$ cat src/rtl/fpu8_op_scheduler_if.sv
// Requester, exception-checker, arithmetic-unit and response signals of the FPU8 op scheduler.
interface fpu8_op_scheduler_if;
  logic       req0_valid;
  logic       req0_ready;
  logic [1:0] req0_op;
  logic [7:0] req0_a;
  logic [7:0] req0_b;
  logic       req1_valid;
  logic       req1_ready;
  logic [1:0] req1_op;
  logic [7:0] req1_a;
  logic [7:0] req1_b;
  logic [1:0] exc_op;
  logic [7:0] exc_a;
  logic [7:0] exc_b;
  logic       exc_flag;
  logic       fu_start;
  logic [1:0] fu_op;
  logic [7:0] fu_a;
  logic [7:0] fu_b;
  logic       fu_done;
  logic [7:0] fu_result;
  logic       rsp_valid;
  logic       rsp_ready;
  logic       rsp_id;
  logic [7:0] rsp_result;
  logic       rsp_exc;
  logic       rsp_timeout;

  // Scheduler side
  modport master (
    input  req0_valid, req0_op, req0_a, req0_b,
    input  req1_valid, req1_op, req1_a, req1_b,
    output req0_ready, req1_ready,
    output exc_op, exc_a, exc_b,
    input  exc_flag,
    output fu_start, fu_op, fu_a, fu_b,
    input  fu_done, fu_result,
    output rsp_valid, rsp_id, rsp_result, rsp_exc, rsp_timeout,
    input  rsp_ready
  );

  // Requester / checker / unit / consumer side
  modport slave (
    output req0_valid, req0_op, req0_a, req0_b,
    output req1_valid, req1_op, req1_a, req1_b,
    input  req0_ready, req1_ready,
    input  exc_op, exc_a, exc_b,
    output exc_flag,
    input  fu_start, fu_op, fu_a, fu_b,
    output fu_done, fu_result,
    input  rsp_valid, rsp_id, rsp_result, rsp_exc, rsp_timeout,
    output rsp_ready
  );
endinterface

$ cat src/rtl/fpu8_op_scheduler.sv
// Round-robin scheduler sharing one 8-bit FPU unit between two requesters, with exception screening.
// Define FPU8_SCHED_STATS_EN to add the ops_cnt / exc_cnt saturating statistics outputs.
module fpu8_op_scheduler #(
  parameter int unsigned EXEC_TIMEOUT = 15,
  parameter logic [7:0]  EXC_RESULT   = 8'hFF,
  parameter int unsigned CNT_W        = 16
) (
  input  logic                 clk,
  input  logic                 rst,
  fpu8_op_scheduler_if.master  bus
`ifdef FPU8_SCHED_STATS_EN
  ,
  output logic [CNT_W-1:0]     ops_cnt,
  output logic [CNT_W-1:0]     exc_cnt
`endif
);

  localparam int unsigned TMR_W = $clog2(EXEC_TIMEOUT + 1);

  if (EXEC_TIMEOUT < 1 || CNT_W < 1) begin : g_bad_cfg
    $error("fpu8_op_scheduler: EXEC_TIMEOUT and CNT_W must be >= 1");
  end

  typedef enum logic [1:0] {IDLE, CHECK, EXEC, RESP} state_t;

  state_t           state_q, state_d;
  logic             last_grant_q, last_grant_d;
  logic [1:0]       op_q;
  logic [7:0]       a_q, b_q;
  logic             id_q;
  logic [TMR_W-1:0] timer_q, timer_d;
  logic             fu_start_q, fu_start_d;
  logic             rsp_valid_q, rsp_valid_d;
  logic [7:0]       rsp_result_q, rsp_result_d;
  logic             rsp_exc_q, rsp_exc_d;
  logic             rsp_timeout_q, rsp_timeout_d;
  logic             grant, accept, handshake;

  // Next-state, arbitration and response capture
  always_comb begin
    state_d        = state_q;
    last_grant_d   = last_grant_q;
    timer_d        = timer_q;
    fu_start_d     = 1'b0;
    rsp_valid_d    = rsp_valid_q;
    rsp_result_d   = rsp_result_q;
    rsp_exc_d      = rsp_exc_q;
    rsp_timeout_d  = rsp_timeout_q;
    grant          = 1'b0;
    accept         = 1'b0;
    handshake      = 1'b0;
    bus.req0_ready = 1'b0;
    bus.req1_ready = 1'b0;
    case (state_q)
      IDLE: begin
        grant  = (bus.req0_valid && bus.req1_valid) ? ~last_grant_q : bus.req1_valid;
        accept = bus.req0_valid || bus.req1_valid;
        bus.req0_ready = accept && !grant;
        bus.req1_ready = accept && grant;
        if (accept) state_d = CHECK;
      end
      CHECK: begin
        if (bus.exc_flag) begin
          rsp_valid_d   = 1'b1;
          rsp_result_d  = EXC_RESULT;
          rsp_exc_d     = 1'b1;
          rsp_timeout_d = 1'b0;
          state_d       = RESP;
        end else begin
          timer_d    = '0;
          fu_start_d = 1'b1;
          state_d    = EXEC;
        end
      end
      EXEC: begin
        timer_d = timer_q + TMR_W'(1);
        // A done arriving on the timeout cycle still wins
        if (bus.fu_done) begin
          rsp_valid_d   = 1'b1;
          rsp_result_d  = bus.fu_result;
          rsp_exc_d     = 1'b0;
          rsp_timeout_d = 1'b0;
          state_d       = RESP;
        end else if (timer_q == TMR_W'(EXEC_TIMEOUT - 1)) begin
          rsp_valid_d   = 1'b1;
          rsp_result_d  = EXC_RESULT;
          rsp_exc_d     = 1'b0;
          rsp_timeout_d = 1'b1;
          state_d       = RESP;
        end
      end
      RESP: begin
        if (bus.rsp_ready) begin
          handshake     = 1'b1;
          rsp_valid_d   = 1'b0;
          rsp_exc_d     = 1'b0;
          rsp_timeout_d = 1'b0;
          last_grant_d  = id_q;
          state_d       = IDLE;
        end
      end
      default: state_d = IDLE;
    endcase
  end

  always_ff @(posedge clk or posedge rst) begin
    if (rst) state_q <= IDLE;
    else     state_q <= state_d;
  end

  // Operation latch, timer and response registers
  always_ff @(posedge clk or posedge rst) begin
    if (rst) begin
      last_grant_q  <= 1'b1;
      op_q          <= '0;
      a_q           <= '0;
      b_q           <= '0;
      id_q          <= 1'b0;
      timer_q       <= '0;
      fu_start_q    <= 1'b0;
      rsp_valid_q   <= 1'b0;
      rsp_result_q  <= '0;
      rsp_exc_q     <= 1'b0;
      rsp_timeout_q <= 1'b0;
    end else begin
      if (accept) begin
        op_q <= grant ? bus.req1_op : bus.req0_op;
        a_q  <= grant ? bus.req1_a  : bus.req0_a;
        b_q  <= grant ? bus.req1_b  : bus.req0_b;
        id_q <= grant;
      end
      last_grant_q  <= last_grant_d;
      timer_q       <= timer_d;
      fu_start_q    <= fu_start_d;
      rsp_valid_q   <= rsp_valid_d;
      rsp_result_q  <= rsp_result_d;
      rsp_exc_q     <= rsp_exc_d;
      rsp_timeout_q <= rsp_timeout_d;
    end
  end

`ifdef FPU8_SCHED_STATS_EN
  // Saturating handshake statistics
  always_ff @(posedge clk or posedge rst) begin
    if (rst) begin
      ops_cnt <= '0;
      exc_cnt <= '0;
    end else if (handshake) begin
      if (ops_cnt != {CNT_W{1'b1}}) ops_cnt <= ops_cnt + CNT_W'(1);
      if ((rsp_exc_q || rsp_timeout_q) && exc_cnt != {CNT_W{1'b1}}) exc_cnt <= exc_cnt + CNT_W'(1);
    end
  end
`endif

  assign bus.exc_op      = op_q;
  assign bus.exc_a       = a_q;
  assign bus.exc_b       = b_q;
  assign bus.fu_start    = fu_start_q;
  assign bus.fu_op       = op_q;
  assign bus.fu_a        = a_q;
  assign bus.fu_b        = b_q;
  assign bus.rsp_valid   = rsp_valid_q;
  assign bus.rsp_id      = id_q;
  assign bus.rsp_result  = rsp_result_q;
  assign bus.rsp_exc     = rsp_exc_q;
  assign bus.rsp_timeout = rsp_timeout_q;

endmodule

$ cat src/flat_wrapper.sv
// flat-port wrapper written by rule: the top's interface ports become plain ports
module fpu8_op_scheduler_flat 
#(
  parameter int unsigned EXEC_TIMEOUT = 15,
  parameter logic [7:0]  EXC_RESULT   = 8'hFF,
  parameter int unsigned CNT_W        = 16
)
  (clk, rst, bus_req0_valid, bus_req0_op, bus_req0_a, bus_req0_b, bus_req1_valid, bus_req1_op, bus_req1_a, bus_req1_b, bus_req0_ready, bus_req1_ready, bus_exc_op, bus_exc_a, bus_exc_b, bus_exc_flag, bus_fu_start, bus_fu_op, bus_fu_a, bus_fu_b, bus_fu_done, bus_fu_result, bus_rsp_valid, bus_rsp_id, bus_rsp_result, bus_rsp_exc, bus_rsp_timeout, bus_rsp_ready);
  fpu8_op_scheduler_if bus_i ();
  input  logic clk;
  input  logic rst;
  input wire logic [$bits(bus_i.req0_valid)-1:0] bus_req0_valid;
  input wire logic [$bits(bus_i.req0_op)-1:0] bus_req0_op;
  input wire logic [$bits(bus_i.req0_a)-1:0] bus_req0_a;
  input wire logic [$bits(bus_i.req0_b)-1:0] bus_req0_b;
  input wire logic [$bits(bus_i.req1_valid)-1:0] bus_req1_valid;
  input wire logic [$bits(bus_i.req1_op)-1:0] bus_req1_op;
  input wire logic [$bits(bus_i.req1_a)-1:0] bus_req1_a;
  input wire logic [$bits(bus_i.req1_b)-1:0] bus_req1_b;
  output wire logic [$bits(bus_i.req0_ready)-1:0] bus_req0_ready;
  output wire logic [$bits(bus_i.req1_ready)-1:0] bus_req1_ready;
  output wire logic [$bits(bus_i.exc_op)-1:0] bus_exc_op;
  output wire logic [$bits(bus_i.exc_a)-1:0] bus_exc_a;
  output wire logic [$bits(bus_i.exc_b)-1:0] bus_exc_b;
  input wire logic [$bits(bus_i.exc_flag)-1:0] bus_exc_flag;
  output wire logic [$bits(bus_i.fu_start)-1:0] bus_fu_start;
  output wire logic [$bits(bus_i.fu_op)-1:0] bus_fu_op;
  output wire logic [$bits(bus_i.fu_a)-1:0] bus_fu_a;
  output wire logic [$bits(bus_i.fu_b)-1:0] bus_fu_b;
  input wire logic [$bits(bus_i.fu_done)-1:0] bus_fu_done;
  input wire logic [$bits(bus_i.fu_result)-1:0] bus_fu_result;
  output wire logic [$bits(bus_i.rsp_valid)-1:0] bus_rsp_valid;
  output wire logic [$bits(bus_i.rsp_id)-1:0] bus_rsp_id;
  output wire logic [$bits(bus_i.rsp_result)-1:0] bus_rsp_result;
  output wire logic [$bits(bus_i.rsp_exc)-1:0] bus_rsp_exc;
  output wire logic [$bits(bus_i.rsp_timeout)-1:0] bus_rsp_timeout;
  input wire logic [$bits(bus_i.rsp_ready)-1:0] bus_rsp_ready;
  assign bus_i.req0_valid = bus_req0_valid;
  assign bus_i.req0_op = bus_req0_op;
  assign bus_i.req0_a = bus_req0_a;
  assign bus_i.req0_b = bus_req0_b;
  assign bus_i.req1_valid = bus_req1_valid;
  assign bus_i.req1_op = bus_req1_op;
  assign bus_i.req1_a = bus_req1_a;
  assign bus_i.req1_b = bus_req1_b;
  assign bus_req0_ready = bus_i.req0_ready;
  assign bus_req1_ready = bus_i.req1_ready;
  assign bus_exc_op = bus_i.exc_op;
  assign bus_exc_a = bus_i.exc_a;
  assign bus_exc_b = bus_i.exc_b;
  assign bus_i.exc_flag = bus_exc_flag;
  assign bus_fu_start = bus_i.fu_start;
  assign bus_fu_op = bus_i.fu_op;
  assign bus_fu_a = bus_i.fu_a;
  assign bus_fu_b = bus_i.fu_b;
  assign bus_i.fu_done = bus_fu_done;
  assign bus_i.fu_result = bus_fu_result;
  assign bus_rsp_valid = bus_i.rsp_valid;
  assign bus_rsp_id = bus_i.rsp_id;
  assign bus_rsp_result = bus_i.rsp_result;
  assign bus_rsp_exc = bus_i.rsp_exc;
  assign bus_rsp_timeout = bus_i.rsp_timeout;
  assign bus_i.rsp_ready = bus_rsp_ready;
  fpu8_op_scheduler #(.EXEC_TIMEOUT(EXEC_TIMEOUT), .EXC_RESULT(EXC_RESULT), .CNT_W(CNT_W)) u_core (.clk(clk), .rst(rst), .bus(bus_i));
endmodule
$ cat config.mk
export PLATFORM = sky130hd
export DESIGN_NAME = fpu8_op_scheduler_flat
export DESIGN_NICKNAME = d
export VERILOG_FILES = /design/src/rtl/fpu8_op_scheduler_if.sv /design/src/rtl/fpu8_op_scheduler.sv /design/src/flat_wrapper.sv
export SDC_FILE = /design/constraint.sdc
export NUM_CORES = 1
export LEC_CHECK = 0
export BUFFER_PORTS_ARGS = -buffer_cell sky130_fd_sc_hd__clkbuf_2
export CAP_MARGIN = 20
export CORE_ASPECT_RATIO = 0.6
export CORE_MARGIN = 10
export CORE_UTILIZATION = 41
export CTS_CLUSTER_SIZE = 24
export DETAILED_ROUTE_END_ITERATION = 10
export PLACE_DENSITY_LB_ADDON = 0.25
export SYNTH_ARGS = -nofsm -noshare
export SYNTH_HDL_FRONTEND = slang
export SYNTH_SLANG_ARGS = --single-unit
$ cat constraint.sdc
create_clock -name clk -period 1.7 [get_ports clk]
set_input_delay 0.34 -clock clk [delete_from_list [all_inputs] [get_ports clk]]
set_output_delay 0.34 -clock clk [all_outputs]
set_load 0.05 [all_outputs]
==> metrics.txt, run 1 <==
# TYPE chip_impl_metric gauge
chip_impl_metric{name="clock-skew-final",unit="ns"} 0.00613
chip_impl_info{name="global_route.peak_usage_layer",value="met2"} 1
chip_impl_metric{name="synth-edff-count",unit=""} 0
chip_impl_metric{name="final_critical_period",unit="ns"} 1.70
chip_impl_metric{name="dieHeight",unit="um"} 73.9
chip_impl_metric{name="clkSlewWorstSetupHoldPaths",unit="ns"} 0.07
chip_impl_metric{name="post-route-period-util",unit=""} 1.00
chip_impl_metric{name="global_route.usage.met2",unit=""} 0.199
chip_impl_metric{name="p_leak",unit="nW"} 1.36
chip_impl_metric{name="grt_start_max_net_pins",unit=""} 39
chip_impl_metric{name="number_of_global_route_vias_before_repair",unit=""} 1759
chip_impl_metric{name="cts_buffers",unit=""} 5
chip_impl_metric{name="antennaDiodeCount",unit=""} 0
chip_impl_metric{name="tightest_slew",unit="ns"} 0.492
chip_impl_metric{name="setup_viol_count_final",unit=""} 1
chip_impl_metric{name="detail_route.wl_per_cell",unit="um"} 15.4
chip_impl_metric{name="synth_cell_type_count",unit=""} 38
chip_impl_info{name="post-synth-top-count-cell",value="dfrtp_1"} 1
chip_impl_metric{name="yosys_warnings",unit=""} 0
chip_impl_metric{name="areaGrowthSynthToFinish",unit="%"} 35.1
chip_impl_metric{name="cts_hold_repair.buffers",unit=""} 0
chip_impl_metric{name="finish.net_count",unit=""} 366
chip_impl_metric{name="async_flop_share",unit=""} 1.00
chip_impl_info{name="netlist_top_cells_count",value="dfrtp_1 (37), nand2_1 (27), buf_4 (21), nor2_1 (20), a21oi_1 (19)"} 1
chip_impl_metric{name="fp.dieW",unit="um"} 110
chip_impl_metric{name="dp_hpwl",unit="um"} 4410
chip_impl_metric{name="cts_htree_levels",unit=""} 2
chip_impl_metric{name="timing_max_transition_violations_final",unit=""} 0
chip_impl_metric{name="holdWs",unit="ns"} 0.153
chip_impl_metric{name="synth_top_area_frac",unit=""} 0.466
chip_impl_info{name="violations",value="setup timing"} 1
chip_impl_metric{name="synthesis.instances",unit=""} 208
chip_impl_info{name="cts_tree",value="done"} 1
chip_impl_info{name="hp-class",value="primary input to async pin"} 1
chip_impl_metric{name="path_max_fanout",unit=""} 4
chip_impl_metric{name="route.antenna.remaining_nets",unit=""} 0
chip_impl_metric{name="timing_hold_violations_final",unit=""} 0
chip_impl_metric{name="antenna_violations_before_repair",unit=""} 0
chip_impl_info{name="unrepaired_setup_endpoints_after_global_routing",value="yes"} 1
chip_impl_info{name="status",value="finished with violations"} 1
chip_impl_metric{name="clk-insertion-delay-late",unit="ns"} 0.28
chip_impl_metric{name="initial_core_util",unit=""} 0.429
chip_impl_metric{name="clock.fmax",unit="MHz"} 588
chip_impl_metric{name="mappedNetlistArea",unit="mm2"} 0.00199
chip_impl_metric{name="placement.setup.worst_slack",unit="ns"} -0.00733
chip_impl_info{name="critPathLaunchType",value="flip-flop"} 1
chip_impl_metric{name="vias",unit=""} 1764
chip_impl_metric{name="maxCapViolCount",unit=""} 0
chip_impl_metric{name="postRouteWirelength",unit="um"} 5720
chip_impl_metric{name="die_area",unit="mm2"} 0.00812
chip_impl_metric{name="rows",unit=""} 19
chip_impl_metric{name="fin_tns_setup",unit="ns"} -0.000870
chip_impl_metric{name="initial_drc_count",unit=""} 89
chip_impl_metric{name="io-pin-count",unit=""} 102
chip_impl_metric{name="power-per-cell-area",unit="mW/mm2"} 2370
chip_impl_metric{name="grt_pass1_wl",unit="um"} 8710
chip_impl_info{name="worstSetupPathType",value="flip-flop to output port"} 1
chip_impl_metric{name="synth-seq-cells",unit=""} 38
chip_impl_metric{name="timing.slew.headroom",unit=""} 0.672
chip_impl_metric{name="grtUsageMet3",unit=""} 0.0428
chip_impl_info{name="end_kind",value="output port"} 1
chip_impl_metric{name="setup_ws",unit="ns"} -0.000870
chip_impl_info{name="cts_root_buf",value="clkbuf_8"} 1
chip_impl_metric{name="met1_usage",unit=""} 0.179
chip_impl_metric{name="core_area",unit="mm2"} 0.00464
chip_impl_info{name="yosys_most_used_dff",value="dfrtp_1"} 1
chip_impl_metric{name="worst_ir_drop_vdd",unit="mV"} 1.21
chip_impl_metric{name="drc_errors",unit=""} 0
chip_impl_metric{name="sequential_cell_area_fraction_in_the_yosys_report",unit=""} 0.479
chip_impl_metric{name="total_congestion_overflow_after_global_routing",unit=""} 0
chip_impl_metric{name="vias_per_cell",unit=""} 4.75
chip_impl_metric{name="synthesis.nets",unit=""} 266
chip_impl_metric{name="layout-drive-gt1-share",unit=""} 0.484
chip_impl_metric{name="io_buffers",unit=""} 101
chip_impl_metric{name="numClockSinks",unit=""} 38
chip_impl_info{name="most_area_consuming_cells_after_synthesis",value="dfrtp_1 (47%), buf_4 (7.9%), nand2_1 (5.1%)"} 1
chip_impl_metric{name="gpl.final_weighted_congestion",unit=""} 0.853
chip_impl_metric{name="rr_worst_depth",unit=""} 6
chip_impl_metric{name="grt_use_total",unit=""} 0.133
chip_impl_info{name="synth_top_area_cell",value="dfrtp_1"} 1
chip_impl_metric{name="ctsLongestPathBuffers",unit=""} 2
chip_impl_metric{name="power",unit="W"} 0.00636
chip_impl_metric{name="detailedRoute.firstPassIterationCount",unit=""} 4
chip_impl_metric{name="synthesis.area_per_instance",unit="um2"} 9.55
chip_impl_metric{name="critical_path_arrival",unit="ns"} 1.36
chip_impl_metric{name="cp.required",unit="ns"} 1.36
[stage by stage]
| step | util | cell area (um2) | cells |
|---|---|---|---|
| finish | 0.579 | 2690 | 371 |
| global route | 0.579 | 2690 | 371 |
| CTS | 0.567 | 2630 | 368 |
| global placement | 0.539 | 2500 | 357 |
| detailed placement | 0.539 | 2500 | 357 |
| floorplan | - | 1990 | 208 |
[path summary, 6_finish.rpt]
| kind | startpoint | to | slack (ns) |
|---|---|---|---|
| worst max-delay path | u_core.state_q[0] | bus_req1_ready | -0.0009 |
| worst min-delay path | rst | u_core.bus.rsp_exc | 0.15 |
| worst max register to register | u_core.state_q[0] | u_core.bus.rsp_exc | 0.04 |
| worst min register to register | u_core.bus.rsp_result[1] | u_core.bus.rsp_result[1] | 0.49 |
| max in group asynchronous | rst | u_core.last_grant_q | 1.19 |
| min in group clk | bus_fu_result[7] | u_core.bus.rsp_result[7] | 0.30 |
[layout make-up]
type	count	area, um2
Timing Repair Buffer	120	678
Tap cell	63	78.8
Fill cell	429	1950
Sequential cell	38	952
Multi-Input combinational cell	136	873
Clock buffer	7	76.3
Inverter	7	26.3
[worst max-delay path, cell delays in order, from the launching register on]
cell and delay, ns:
dfrtp_1 0.41, inv_2 0.11, ha_4 0.19, nand2_4 0.06, a21oi_4 0.16, buf_12 0.16
[state kept, by name, indices dropped and copies added (netlist names)]
name                    flops
u_core.state_q              2
u_core.bus.fu_start         1
u_core.timer_q              4
u_core.bus.rsp_exc          1
u_core.bus.rsp_id           1
u_core.last_grant_q         1
u_core.bus.rsp_timeout      1
u_core.bus.exc_op           2
u_core.bus.rsp_valid        1
u_core.bus.exc_b            8
u_core.bus.exc_a            8
u_core.bus.rsp_result       8
[cells by family (layout without fill, tap and decap cells)]
| logic type | count (synthesis) | in the layout | share of synthesized area |
|---|---|---|---|
| AND/OR/NAND/NOR | 63 | 63 | 0.144 |
| AO/OA/AOI/OAI | 64 | 64 | 0.210 |
| multiplexers | 2 | 2 | 0.0107 |
| flip-flops | 38 | 38 | 0.479 |
| buffers and inverters | 34 | 134 | 0.113 |
| adder cells (fa/ha/maj) | 7 | 7 | 0.0441 |
[timing repair]
action                     in CTS  in global routing
gates resized for setup         8                 11
buffers inserted                4                  3
setup endpoints to repair       8                 18
pin swaps                       2                  3
[cells in the final DEF (no fill, tap or decap), types with 2 or more instances in the layout]
cell / instances
inv_1: 5
o22a_1: 8
inv_2: 2
clkbuf_8: 5
o31ai_2: 2
a21oi_1: 18
buf_4: 19
ha_1: 4
nor2_1: 20
ha_2: 2
buf_12: 2
nor2b_1: 2
dfrtp_1: 37
o21ai_0: 5
o21ai_1: 19
clkbuf_1: 2
o31ai_1: 2
nor3_1: 2
nand2_4: 2
o32a_1: 2
clkbuf_2: 99
nand2_1: 25
or2_4: 2
a21oi_4: 2
[power by group]
part           switching (W)  leakage [nW]  internal, W
Combinational        0.00303         0.871      0.00117
Sequential          0.000284         0.447      0.00131
Clock               0.000290        0.0383     0.000282
Total                0.00361          1.36      0.00276
[metal layers]
layer | routed length, um | vias to the layer above | share of wire
met4 | 40 | 0 | 0.0070
met5 | 0 | - | 0
met2 | 2460 | 62 | 0.43
met3 | 579 | 2 | 0.10
li1 | - | 891 | -
met1 | 2640 | 809 | 0.46
Power figures use the tool's default switching activity.
==> run 2, diff against run 1 <==
==> constraint.sdc (replaced) <==
create_clock -name clk -period 1.7 [get_ports clk]
set_input_delay 0.34 -clock clk [delete_from_list [all_inputs] [get_ports clk]]
set_output_delay 0.34 -clock clk [all_outputs]
set_load 0.1 [all_outputs]
==> run 2 against run 1 <==
Compared with the run above:
- the flow still finishes with violations (setup timing)
- non-clock buffer count up 1
- maximum frequency decreased by 2.3%
- core utilization increased by 1.7 points
- setup slack got worse by 0.040 ns
- clock-buffer cell count decreased by 1
- clock skew decreased by 0.0029 ns
- critical endpoint unchanged
==> metrics.txt, run 2 (same netlist as run 1, synthesis figures left out) <==
# TYPE chip_impl_metric gauge
chip_impl_metric{name="route.antenna.remaining_nets",unit=""} 0
chip_impl_metric{name="grt_pass1_wl",unit="um"} 8960
chip_impl_info{name="worstSetupPathType",value="flip-flop to output port"} 1
chip_impl_metric{name="grt_use_total",unit=""} 0.139
chip_impl_info{name="reg2reg_to",value="u_core.bus.rsp_exc"} 1
chip_impl_info{name="cts_root_buf",value="clkbuf_8"} 1
chip_impl_metric{name="path_max_fanout",unit=""} 3
chip_impl_metric{name="clk-insertion-delay-late",unit="ns"} 0.28
chip_impl_metric{name="cp.required",unit="ns"} 1.36
chip_impl_metric{name="final_critical_period",unit="ns"} 1.74
chip_impl_metric{name="final_core_utilization",unit=""} 0.596
chip_impl_metric{name="clkSlewWorstSetupHoldPaths",unit="ns"} 0.07
chip_impl_metric{name="areaGrowthSynthToFinish",unit="%"} 39.2
chip_impl_metric{name="total_congestion_overflow_after_global_routing",unit=""} 0
chip_impl_metric{name="initial_core_util",unit=""} 0.429
chip_impl_metric{name="grt_start_max_net_pins",unit=""} 39
chip_impl_metric{name="timing.slew.headroom",unit=""} 0.629
chip_impl_metric{name="dieHeight",unit="um"} 73.9
chip_impl_info{name="cp-startpoint",value="u_core.state_q[0]"} 1
chip_impl_info{name="r2r-start",value="u_core.state_q[0]"} 1
chip_impl_info{name="most_frequent_standard_cell_in_the_layout_excluding_fill_and_tap_cells",value="clkbuf_2"} 1
chip_impl_info{name="cts_tree",value="done"} 1
chip_impl_metric{name="clock.fmax",unit="MHz"} 574
chip_impl_metric{name="detailedRoute.firstPassIterationCount",unit=""} 4
chip_impl_metric{name="antennaDiodeCount",unit=""} 0
chip_impl_metric{name="tightest_slew",unit="ns"} 0.558
chip_impl_metric{name="cts_hold_repair.buffers",unit=""} 0
chip_impl_metric{name="finish.net_count",unit=""} 367
chip_impl_metric{name="r2r_slack",unit="ns"} 0.07
chip_impl_metric{name="clock-skew-final",unit="ns"} 0.00326
chip_impl_info{name="end_kind",value="output port"} 1
chip_impl_metric{name="numClockSinks",unit=""} 38
chip_impl_metric{name="cts_buffers",unit=""} 5
chip_impl_metric{name="setup_viol_count_final",unit=""} 2
chip_impl_metric{name="setup_ws",unit="ns"} -0.0408
chip_impl_metric{name="vias_per_cell",unit=""} 4.84
chip_impl_metric{name="post-route-period-util",unit=""} 1.02
chip_impl_metric{name="total_of_fill_cells_in_the_finished_design",unit=""} 416
chip_impl_info{name="hp-class",value="primary input to async pin"} 1
chip_impl_metric{name="timing_max_transition_violations_final",unit=""} 0
chip_impl_metric{name="dp_hpwl",unit="um"} 4440
chip_impl_metric{name="io_buffers",unit=""} 101
chip_impl_metric{name="rr_worst_depth",unit=""} 7
chip_impl_info{name="violations",value="setup timing"} 1
chip_impl_metric{name="rows",unit=""} 19
chip_impl_metric{name="initial_drc_count",unit=""} 77
chip_impl_metric{name="timing_hold_violations_final",unit=""} 0
chip_impl_metric{name="maxCapViolCount",unit=""} 0
chip_impl_info{name="critPathLaunchType",value="flip-flop"} 1
chip_impl_metric{name="fp.dieW",unit="um"} 110
chip_impl_metric{name="core_area",unit="mm2"} 0.00464
chip_impl_metric{name="critical_path_arrival",unit="ns"} 1.40
chip_impl_metric{name="vias",unit=""} 1806
chip_impl_info{name="status",value="finished with violations"} 1
chip_impl_info{name="unrepaired_setup_endpoints_after_global_routing",value="yes"} 1
chip_impl_info{name="layout_common_cells",value="clkbuf_2 (99), dfrtp_1 (37), nand2_1 (26)"} 1
chip_impl_metric{name="io-pin-count",unit=""} 102
chip_impl_metric{name="ctsLongestPathBuffers",unit=""} 2
chip_impl_metric{name="die_area",unit="mm2"} 0.00812
chip_impl_metric{name="drc_errors",unit=""} 0
chip_impl_metric{name="postRouteWirelength",unit="um"} 5870
chip_impl_metric{name="gpl.final_weighted_congestion",unit=""} 0.825
chip_impl_metric{name="number_of_global_route_vias_before_repair",unit=""} 1766
chip_impl_metric{name="antenna_violations_before_repair",unit=""} 0
chip_impl_metric{name="detail_route.wl_per_cell",unit="um"} 15.7
chip_impl_metric{name="layout-drive-gt1-share",unit=""} 0.494
chip_impl_metric{name="cts_htree_levels",unit=""} 2
-- run 2: cell count changes in the layout (fill, tap and decap cells not counted), sizes merged --
cell,change
buf,+1
bufinv,+2
clkbuf,-1
-- run 2: layout make-up --
class	instances	area, um2	area share
tap	63	78.8	0.0285
clock inverter	2	60.1	0.0217
multi-input combinational	136	876	0.317
timing repair buffer	121	689	0.249
sequential	38	952	0.344
inverter	7	26.3	0.00950
clock buffer	6	82.6	0.0299
-- run 2: critical path: stages, from the launching register on --
cell	delay (ns)
dfrtp_1	0.39
inv_2	0.10
ha_4	0.16
nand2_2	0.06
a21oi_2	0.12
buf_6	0.13
buf_12	0.16
-- run 2: stage by stage --
step | TNS (ns) | instance area [um2] | std cells | hold slack, ns | setup slack [ns]
after global routing | -0.230 | 2770 | 373 | 0.173 | -0.127
after detailed placement | -0.00336 | 2490 | 357 | 0.469 | -0.00336
final | -0.0553 | 2770 | 373 | 0.142 | -0.0408
after global placement | 0 | 2490 | 357 | 0.468 | 0.0743
after floorplan | 0 | 2000 | 208 | 0.413 | 0.0160
after CTS | -0.136 | 2670 | 368 | 0.158 | -0.0816
-- run 2: layer usage --
layer,share of wire,global-route usage,up-vias
met2,0.44,0.204,66
li1,-,-,892
met5,0,0,-
met1,0.44,0.184,844
met3,0.11,0.0515,4
met4,0.011,0.0474,0
-- run 2: timing repair --
item | CTS | global route
setup buffers | 3 | 5
setup endpoints to repair | 11 | 28
resized for setup | 5 | 14
pin swaps | 1 | 2
-- run 2: worst max path at each step --
stage                               end  cells past startpoint
3_3_place_gp   u_core.bus.rsp_result[0]                      6
6_report                 bus_req1_ready                      6
5_1_grt                  bus_req1_ready                      6
4_1_cts                  bus_req1_ready                      6
2_1_floorplan            bus_req0_ready                      5
3_5_place_dp   u_core.bus.rsp_result[3]                      6
Power of run 2 is not shown: default switching activity piles up to over one toggle a cycle in this logic, so the estimate is an artifact.
==> run 3, diff against run 2 <==
Settings changed: CORE_MARGIN 10 to unset.
==> run 3 against run 2 <==
Compared with the run above:
- the flow still finishes with violations (setup timing)
- maximum frequency rose by 0.18%
- cell count rose by 0.27%
- hold slack got worse by 0.013 ns
- routed wire length fell by 19%
- flip-flop and latch count did not move
- non-clock buffer count rose by 1
- first-iteration DRC count fell by 48%
- core utilization rose by 1.3 points
- global-route usage rose by 5.3 points
- die area fell by 37%
- register-to-register slack got worse by 0.03 ns
==> metrics.txt, run 3 (same netlist as run 1, synthesis figures left out) <==
# TYPE chip_impl_metric gauge
chip_impl_metric{name="post-route-period-util",unit=""} 1.02
chip_impl_metric{name="antenna_violations_before_repair",unit=""} 0
chip_impl_metric{name="layout-drive-gt1-share",unit=""} 0.495
chip_impl_metric{name="vias_per_cell",unit=""} 4.80
chip_impl_metric{name="grt_start_max_net_pins",unit=""} 39
chip_impl_metric{name="cts_hold_repair.buffers",unit=""} 0
chip_impl_metric{name="layout.cell_area.non_filler",unit="mm2"} 0.00281
chip_impl_metric{name="dieHeight",unit="um"} 55.9
chip_impl_info{name="crit_path_top_delay_cell",value="dfrtp_1"} 1
chip_impl_metric{name="clkSlewWorstSetupHoldPaths",unit="ns"} 0.08
chip_impl_metric{name="cts_htree_levels",unit=""} 2
chip_impl_metric{name="number_of_global_route_vias_before_repair",unit=""} 1607
chip_impl_metric{name="core_area",unit="mm2"} 0.00461
chip_impl_metric{name="initial_core_util",unit=""} 0.431
chip_impl_metric{name="rr_worst_depth",unit=""} 8
chip_impl_metric{name="grt_pass1_wl",unit="um"} 7540
chip_impl_metric{name="path_buf_inv",unit=""} 3
chip_impl_metric{name="timing_max_transition_violations_final",unit=""} 0
chip_impl_metric{name="dp_hpwl",unit="um"} 3440
chip_impl_metric{name="setup_ws",unit="ns"} -0.0376
chip_impl_metric{name="vias",unit=""} 1795
chip_impl_metric{name="path_max_fanout",unit=""} 2
chip_impl_metric{name="total_congestion_overflow_after_global_routing",unit=""} 0
chip_impl_metric{name="io-pin-count",unit=""} 102
chip_impl_metric{name="finish.net_count",unit=""} 368
chip_impl_metric{name="cp.required",unit="ns"} 1.36
chip_impl_metric{name="timing.slew.headroom",unit=""} 0.633
chip_impl_metric{name="die_area",unit="mm2"} 0.00514
chip_impl_metric{name="postRouteWirelength",unit="um"} 4730
chip_impl_info{name="layout_common_cells",value="clkbuf_2 (99), dfrtp_1 (37), nand2_1 (26)"} 1
chip_impl_info{name="worstSetupPathType",value="flip-flop to output port"} 1
chip_impl_info{name="most_frequent_standard_cell_in_the_layout_excluding_fill_and_tap_cells",value="clkbuf_2"} 1
chip_impl_metric{name="clock.fmax",unit="MHz"} 576
chip_impl_metric{name="io_buffers",unit=""} 101
chip_impl_info{name="unrepaired_setup_endpoints_after_global_routing",value="yes"} 1
chip_impl_info{name="critPathLaunchType",value="flip-flop"} 1
chip_impl_metric{name="setup_viol_count_final",unit=""} 2
chip_impl_info{name="cts_tree",value="done"} 1
chip_impl_metric{name="cts_buffers",unit=""} 5
chip_impl_info{name="crit_chain",value="inv_2 > ha_4 > buf_6 > nand2_4 > a21oi_4 > buf_12"} 1
chip_impl_metric{name="gpl.final_weighted_congestion",unit=""} 0.772
chip_impl_metric{name="grt_use_total",unit=""} 0.192
chip_impl_info{name="violations",value="setup timing"} 1
chip_impl_info{name="status",value="finished with violations"} 1
chip_impl_metric{name="route.antenna.remaining_nets",unit=""} 0
chip_impl_info{name="path_delay_family",value="flip-flops"} 1
chip_impl_metric{name="drc_errors",unit=""} 0
chip_impl_info{name="hp-class",value="primary input to async pin"} 1
chip_impl_metric{name="tightest_slew",unit="ns"} 0.552
chip_impl_metric{name="ctsLongestPathBuffers",unit=""} 2
chip_impl_metric{name="final_core_utilization",unit=""} 0.609
chip_impl_metric{name="critical_path_arrival",unit="ns"} 1.40
chip_impl_metric{name="areaGrowthSynthToFinish",unit="%"} 41.4
chip_impl_metric{name="initial_drc_count",unit=""} 40
chip_impl_metric{name="antennaDiodeCount",unit=""} 0
chip_impl_metric{name="timing_hold_violations_final",unit=""} 0
chip_impl_info{name="end_kind",value="output port"} 1
chip_impl_metric{name="holdWs",unit="ns"} 0.129
chip_impl_metric{name="rows",unit=""} 19
chip_impl_metric{name="numPlacedInstances",unit=""} 358
chip_impl_metric{name="placedInstanceArea",unit="mm2"} 0.00250
chip_impl_metric{name="clk-insertion-delay-late",unit="ns"} 0.29
chip_impl_metric{name="layoutNonFillerInstCount",unit=""} 374
chip_impl_metric{name="maxCapViolCount",unit=""} 0
chip_impl_metric{name="maximum_single_stage_delay_on_the_critical_path",unit="ns"} 0.40
chip_impl_metric{name="cp_num_cells",unit=""} 6
chip_impl_metric{name="detailedRoute.firstPassIterationCount",unit=""} 4
chip_impl_metric{name="clock-skew-final",unit="ns"} 0.00466
chip_impl_metric{name="detail_route.wl_per_cell",unit="um"} 12.6
chip_impl_metric{name="numClockSinks",unit=""} 38
chip_impl_metric{name="fp.dieW",unit="um"} 91.9
chip_impl_metric{name="final_critical_period",unit="ns"} 1.74
chip_impl_info{name="cts_root_buf",value="clkbuf_8"} 1
## run 3: cell count changes in the layout (fill, tap and decap cells not counted), sizes merged
cell    change
clkbuf      -1
buf         +1
clkinv      +1
## run 3: final cells by class
| cell class | count | area [um2] |
|---|---|---|
| Timing Repair Buffer | 122 | 712 |
| Inverter | 7 | 26.3 |
| Sequential cell | 38 | 952 |
| Clock inverter | 3 | 68.8 |
| Fill cell | 416 | 1800 |
| Multi-Input combinational cell | 136 | 903 |
| Tap cell | 63 | 78.8 |
| Clock buffer | 5 | 68.8 |
## run 3: worst register-to-register path, stage by stage, from the launching register on
cell      delay (ns)
dfrtp_1         0.37
inv_2           0.06
ha_4            0.16
buf_6           0.11
buf_4           0.12
buf_6           0.12
a221oi_4        0.29
a31oi_1         0.13
o22a_1          0.18
## run 3: metrics by stage
| stage | setup TNS (ns) | worst slack [ns] |
|---|---|---|
| 5_1_grt | -0.178 | -0.0849 |
| 3_5_place_dp | -0.0840 | -0.0180 |
| 2_1_floorplan | 0 | 0.0160 |
| 3_3_place_gp | 0 | 0.0520 |
| 6_report | -0.0557 | -0.0376 |
| 4_1_cts | -0.0257 | -0.0184 |
## run 3: worst paths after layout
kind	end	slack, ns	startpoint
worst max-delay path	bus_req0_ready	-0.04	u_core.state_q[1]
worst min-delay path	u_core.bus.rsp_result[7]	0.13	rst
worst max register to register	u_core.state_q[0]	0.04	u_core.state_q[1]
worst min register to register	u_core.bus.rsp_result[5]	0.49	u_core.bus.rsp_result[5]
max in group asynchronous	u_core.last_grant_q	1.21	rst
min in group clk	u_core.bus.rsp_result[3]	0.27	bus_fu_result[3]
## run 3: routing by layer
metal,up-vias,routed length [um],GRT usage
met1,823,2240,0.266
met2,71,2090,0.290
li1,897,-,-
met4,0,40,0.0536
met5,-,0,0
met3,4,361,0.0615
## run 3: repair_timing
| action | in CTS | in global routing |
|---|---|---|
| gates cloned | 0 | 0 |
| endpoints found under the hold margin | 0 | 0 |
| resized for setup | 12 | 15 |
| setup buffers | 5 | 3 |
| pin swaps | 1 | 3 |
| setup endpoints to repair | 10 | 15 |
Power of run 3 is left out for the same reason.
